### src/rtl/mul3_arb_pkg.sv
// Shared types and constants for the three-operand multiplier arbiter.
// The state encoding, datapath widths and watchdog counter sizing live here
// so the arbiter and any future clients agree on them.
package mul3_arb_pkg;

    // Operand and product widths of the shared multiplicador3 core.
    localparam int OP_W  = 32;
    localparam int RES_W = 64;

    // Sequencer phases: wait for a request, run the multiplier, acknowledge
    // its result, hand the result back to the requester.
    typedef enum logic [1:0] {
        ST_IDLE  = 2'd0,
        ST_ISSUE = 2'd1,
        ST_ACK   = 2'd2,
        ST_RESP  = 2'd3
    } arb_state_t;

    // The watchdog counter must be able to hold TIMEOUT itself, because it
    // is incremented once more in the cycle that detects TIMEOUT-1.
    function automatic int cnt_width(input int timeout);
        return $clog2(timeout + 1);
    endfunction

endpackage

### src/rtl/rr_picker.sv
// Combinational round-robin priority encoder.
// Selects the first asserted request at or above 'ptr', wrapping modulo N.
// Instead of rotating the request vector, each requester is given its
// distance from the pointer and the nearest asserted one wins; distances
// are unique, so the result is one-hot by construction.
module rr_picker #(
    parameter int N     = 4,
    parameter int PTR_W = (N > 1) ? $clog2(N) : 1
) (
    input  logic [N-1:0]     req,
    input  logic [PTR_W-1:0] ptr,
    output logic [N-1:0]     pick,
    output logic             any
);

    int best;

    // Find the smallest pointer distance among asserted requests, then mark
    // the single requester sitting at that distance.
    always_comb begin
        best = N;
        pick = '0;
        any  = |req;
        for (int i = 0; i < N; i++) begin
            if (req[i] && (((i + N - int'(ptr)) % N) < best)) begin
                best = (i + N - int'(ptr)) % N;
            end
        end
        for (int i = 0; i < N; i++) begin
            pick[i] = req[i] && (((i + N - int'(ptr)) % N) == best);
        end
    end

endmodule

### src/rtl/mul3_arbiter.sv
// Round-robin arbiter and sequencer sharing one multiplicador3 core among
// N requesters. The winner's operands are latched in its grant cycle, the
// multiplier's valid/ack handshake is driven here, and the 64-bit product
// (or a timeout error) is returned with a one-hot response pulse.
module mul3_arbiter
    import mul3_arb_pkg::*;
#(
    parameter int N       = 4,
    parameter int TIMEOUT = 64
) (
    input  logic                clk,
    input  logic                reset,
    input  logic [N-1:0]        req,
    input  logic [N*OP_W-1:0]   a_in,
    input  logic [N*OP_W-1:0]   b_in,
    input  logic [N*OP_W-1:0]   c_in,
    output logic [N-1:0]        grant,
    output logic [N-1:0]        resp_valid,
    output logic [RES_W-1:0]    resp_data,
    output logic                resp_err,
    output logic                busy,
    output logic [OP_W-1:0]     mul_a,
    output logic [OP_W-1:0]     mul_b,
    output logic [OP_W-1:0]     mul_c,
    output logic                mul_valid_data,
    output logic                mul_ack,
    input  logic [RES_W-1:0]    mul_producto,
    input  logic                mul_done_flag
);

    localparam int ID_W  = (N > 1) ? $clog2(N) : 1;
    localparam int CNT_W = cnt_width(TIMEOUT);

    arb_state_t        state;
    arb_state_t        state_next;
    logic [ID_W-1:0]   ptr;
    logic [ID_W-1:0]   id;
    logic [ID_W-1:0]   pick_id;
    logic [CNT_W-1:0]  cnt;
    logic [RES_W-1:0]  result;
    logic              err;
    logic [N-1:0]      pick;
    logic              any_req;
    logic              take;
    logic              timeout_hit;
    logic [OP_W-1:0]   a_sel;
    logic [OP_W-1:0]   b_sel;
    logic [OP_W-1:0]   c_sel;

    rr_picker #(
        .N     (N),
        .PTR_W (ID_W)
    ) u_picker (
        .req  (req),
        .ptr  (ptr),
        .pick (pick),
        .any  (any_req)
    );

    // A request is accepted only from IDLE, and never while a stale
    // multiplier result is still waiting to be acknowledged. Reset gates it
    // so that every output reads zero for as long as reset is held.
    assign take        = (state == ST_IDLE) && !reset && !mul_done_flag && any_req;
    assign timeout_hit = (cnt == CNT_W'(TIMEOUT - 1));
    assign grant       = take ? pick : '0;

    // Turn the one-hot pick into a requester index and route that
    // requester's operand slice towards the operand registers.
    always_comb begin
        pick_id = '0;
        a_sel   = '0;
        b_sel   = '0;
        c_sel   = '0;
        for (int i = 0; i < N; i++) begin
            if (pick[i]) begin
                pick_id = ID_W'(i);
                a_sel   = a_in[i*OP_W +: OP_W];
                b_sel   = b_in[i*OP_W +: OP_W];
                c_sel   = c_in[i*OP_W +: OP_W];
            end
        end
    end

    // Sequencer transitions; a done flag seen in ISSUE beats the watchdog
    // firing in the same cycle.
    always_comb begin
        state_next = state;
        case (state)
            ST_IDLE: begin
                if (take) begin
                    state_next = ST_ISSUE;
                end
            end
            ST_ISSUE: begin
                if (mul_done_flag) begin
                    state_next = ST_ACK;
                end else if (timeout_hit) begin
                    state_next = ST_RESP;
                end
            end
            ST_ACK: begin
                if (!mul_done_flag) begin
                    state_next = ST_RESP;
                end
            end
            ST_RESP: begin
                state_next = ST_IDLE;
            end
            default: begin
                state_next = ST_IDLE;
            end
        endcase
    end

    // State register.
    always_ff @(posedge clk or posedge reset) begin
        if (reset) begin
            state <= ST_IDLE;
        end else begin
            state <= state_next;
        end
    end

    // Operand latch at grant, watchdog counting, result capture and
    // round-robin pointer advance once the response has been delivered.
    always_ff @(posedge clk or posedge reset) begin
        if (reset) begin
            mul_a  <= '0;
            mul_b  <= '0;
            mul_c  <= '0;
            id     <= '0;
            ptr    <= '0;
            cnt    <= '0;
            result <= '0;
            err    <= 1'b0;
        end else begin
            case (state)
                ST_IDLE: begin
                    if (take) begin
                        mul_a <= a_sel;
                        mul_b <= b_sel;
                        mul_c <= c_sel;
                        id    <= pick_id;
                        cnt   <= '0;
                        err   <= 1'b0;
                    end
                end
                ST_ISSUE: begin
                    cnt <= cnt + 1'b1;
                    if (mul_done_flag) begin
                        result <= mul_producto;
                        err    <= 1'b0;
                    end else if (timeout_hit) begin
                        result <= '0;
                        err    <= 1'b1;
                    end
                end
                ST_RESP: begin
                    if (id == ID_W'(N - 1)) begin
                        ptr <= '0;
                    end else begin
                        ptr <= id + 1'b1;
                    end
                end
                default: begin
                end
            endcase
        end
    end

    // Handshake and response outputs are decoded from the current state.
    // In IDLE a raised done flag can only be a leftover from a timed-out
    // transaction, so it is acknowledged to flush it.
    always_comb begin
        busy           = (state != ST_IDLE);
        mul_valid_data = (state == ST_ISSUE);
        mul_ack        = (state == ST_ACK) ||
                         ((state == ST_IDLE) && mul_done_flag && !reset);
        resp_valid     = '0;
        resp_data      = '0;
        resp_err       = 1'b0;
        if (state == ST_RESP) begin
            for (int i = 0; i < N; i++) begin
                resp_valid[i] = (id == ID_W'(i));
            end
            resp_data = result;
            resp_err  = err;
        end
    end

endmodule

### config.mk
export PLATFORM = sky130hd
export DESIGN_NAME = mul3_arbiter
export DESIGN_NICKNAME = d
export VERILOG_FILES = /design/src/rtl/mul3_arb_pkg.sv /design/src/rtl/rr_picker.sv /design/src/rtl/mul3_arbiter.sv
export SDC_FILE = /design/constraint.sdc
export NUM_CORES = 1
export LEC_CHECK = 0
export CORE_AREA = 2 2 241 243
export DETAILED_ROUTE_END_ITERATION = 10
export DIE_AREA = 0 0 243 245
export SKIP_CTS_REPAIR_TIMING = 1
export SLEW_MARGIN = 25
export SYNTH_ARGS = -nofsm -noshare
export SYNTH_HDL_FRONTEND = slang
export SYNTH_SLANG_ARGS = --single-unit
### constraint.sdc
create_clock -name clk -period 15.53 [get_ports clk]
set_input_delay 3.106 -clock clk [delete_from_list [all_inputs] [get_ports clk]]
set_output_delay 3.106 -clock clk [all_outputs]
set_load 0.005 [all_outputs]
==> run metrics <==
logic gate share of total power 48.8%; EDFF count, synth 0; post-route insts no fill 2136; die height 245 um; Clk pin slew, worst setup/hold paths 0.08 ns; synthesized area 9080 um^2; Detailed Routing Iterations Pass 1 5; clk root buf clkbuf_16; Final Wtd Congestion 0.910; Setup WS post-layout 4.91 ns; Peak supply drop 0.0751 mV; met3 Track Usage GR 5.20%; top_reg_cell synth dfrtp_1; Worst EP required 12.42 ns; crit-path max cell delay 0.73 ns; Synth Net Count 1251; RSZ-0062 raised after global routing no; power per cell area 141 nW/um^2; Layout area overhead 83.4%; Synth async-reset ratio 100%; Crit path depth 15; Setup Skew 0.0123 ns; Avg Inst Size Synth 11.6 um^2; core area 57000 um^2; placed cells 2101; initial antenna violation count 3; Slew Viols, Final 0; met2 GRT Util 26.9%; R2R cell count 14; setup TNS 0 ns; crit-path cells clkdlybuf4s50_1 > inv_1 > and4_1 > a21oi_1 > ha_1 > o22ai_1 > o21ai_2 > o21ai_0 > ha_1 > inv_1 > o211ai_1 > o21ai_0 > nor2_4 > and2_1 > clkdlybuf4s50_1; Final Hold Viols 0; DR DRC count 0; Post-Route WL 48300 um; commonest non-fill, non-tap cells in the layout clkdlybuf4s50_1, a22o_1, dfrtp_1; leakage power total 6.73 nW; vias in the first global route 10007; Inserted Clock Buffers 17; Setup Crit Path Kind in -> out; Clk pwr share 18.4%; Seq pwr share 32.9%; #FFs+latches synth 174; critical path endpoint category output port; Die Area 59500 um^2; status completed; first-pass GRT wire length 68400 um; busiest grt layer met2; Largest delay share family, worst path compound AO/OA/AOI/OAI gates; Sw Share 33.9%; Starting Density 15.9%; CTS Sinks 174; fin nets 1823; Slowest cell on crit path nor2_4; largest net degree at the start of global routing 77; vias per cell 4.50; CP Data Arrival Time 7.51 ns; dpl ws 4.91 ns; I/O pin cnt 627; f_max 0.0942 GHz; min Tclk post-route 10.62 ns; CTS tree done; layout cells sized above 1 4.38%; Slew HR 41.5%; DIE WIDTH 243 um; vias post-DR 9605; DR iter-0 viols 508; Max Buffers Root-to-Sink 2; most common cell after layout, fill and taps aside clkdlybuf4s50_1; crit path max fanout 23; H-tree levels 4; Pint 1.56 mW; Port Buffers 626; Synth Instances 784; WL/cell 22.6 um; CP Launch Type input pin; ANT nets after route 0; Clock Latency Late Sink 0.48 ns; number of max-cap violations 0; register area share after synthesis 47.9%; # setup viols final 0; Std-Cell Rows 88; HPWL after DPL 36900 um; total gr overflow 0; hold path depth 1; GRT Total Usage 15.7%; Final Cycle Share 68.4%; slew of the pin with the lowest slew margin 0.877 ns; total number of yosys warnings 0; HP Class reg -> reg; met1 Use GR 18.1%; hold slack 0.500 ns; sum of buffers and inverters on the critical path 4; P_sw 0.797 mW; utilization after layout 29.2%; Distinct cells, synth 44
-- logic make-up (layout without fill, tap and decap cells) --
logic type | count (synthesis) | count (layout) | synth area share [%]
buffers and inverters | 99 | 684 | 5.00
XOR/XNOR | 1 | 1 | 0.0964
other | 0 | 2 | 0
multiplexers | 4 | 4 | 0.455
AND/OR/NAND/NOR | 106 | 106 | 7.01
adder cells (fa/ha/maj) | 12 | 12 | 1.65
AO/OA/AOI/OAI | 388 | 388 | 37.9
flip-flops | 174 | 174 | 47.9
-- layout make-up --
type	count	area (um^2)
Multi-Input combinational cell	511	4350
Clock inverter	12	111
Timing Repair Buffer	640	6380
Tap cell	765	957
Inverter	12	52.6
Antenna cell	2	5.00
Sequential cell	174	4350
Fill cell	5992	40400
Clock buffer	20	447
-- cells in the mapped netlist (2+ instances only) --
cell type / count / share of area, %
mux2i_1: 3 / 0.33
buf_6: 6 / 0.74
nor2_1: 5 / 0.21
o21ai_0: 9 / 0.50
dfrtp_1: 174 / 48
buf_1: 5 / 0.21
and2_1: 72 / 5.0
clkbuf_1: 56 / 2.3
inv_1: 12 / 0.50
a221o_1: 96 / 11
ha_1: 12 / 1.7
a22o_1: 258 / 25
nand3_1: 3 / 0.17
nand2_1: 11 / 0.45
buf_2: 15 / 0.83
a21o_1: 2 / 0.17
nand2b_1: 3 / 0.21
nor3_1: 3 / 0.17
o22ai_1: 2 / 0.14
buf_4: 5 / 0.41
a21oi_1: 8 / 0.44
nor3b_2: 2 / 0.28
-- metrics by stage --
step	area (um^2)	power, mW
after floorplan	9080	1.28
after global placement	16100	1.92
after detailed placement	16100	1.94
after CTS	16600	2.39
after global routing	16700	2.49
final	16700	2.35
-- power by group through the flow --
stage	logic, mW	clock network [mW]	registers (mW)
3_5_place_dp	1.16	0	0.779
3_3_place_gp	1.14	0	0.775
2_1_floorplan	0.530	0	0.750
4_1_cts	1.17	0.449	0.773
6_report	1.15	0.432	0.774
5_1_grt	1.23	0.466	0.797
-- worst register-to-register path: stages, from the launching register on --
cell and delay [ns]:
dfrtp_1 0.47, and4_1 0.23, a21oi_1 0.18, ha_1 0.22
o22ai_1 0.12, o21ai_2 0.33, o21ai_0 0.15, ha_1 0.28
inv_1 0.08, o211ai_1 0.17, a211o_1 0.31, a21boi_4 0.27
buf_4 0.62, buf_4 0.64, a221o_1 0.33
-- flip-flops by register name, indices dropped and copies added, names as in the netlist --
signal and cells:
result 64, mul_c 32, mul_a 32, cnt 7
mul_b 32, id 2, state 2, ptr 2
err 1
-- path summary, 6_finish.rpt --
path,slack (ns),startpoint,endpoint
setup / recovery,4.91,req[1],grant[0]
hold / removal,0.50,result[26]$_DFFE_PP0P_,result[26]$_DFFE_PP0P_
setup reg to reg,11.05,ptr[0]$_DFFE_PP0P_,mul_b[30]$_DFFE_PP0P_
hold reg to reg,0.50,result[26]$_DFFE_PP0P_,result[26]$_DFFE_PP0P_
max in group asynchronous,11.19,reset,result[38]$_DFFE_PP0P_
min in group asynchronous,3.14,reset,err$_DFFE_PP0P_
-- routing by layer --
metal,wire length [um],vias to the layer above
met5,0,-
met4,1360,0
met3,4010,58
met2,23800,494
met1,19100,4739
li1,-,4314
Note: power is estimated with default switching activity, not from simulation.
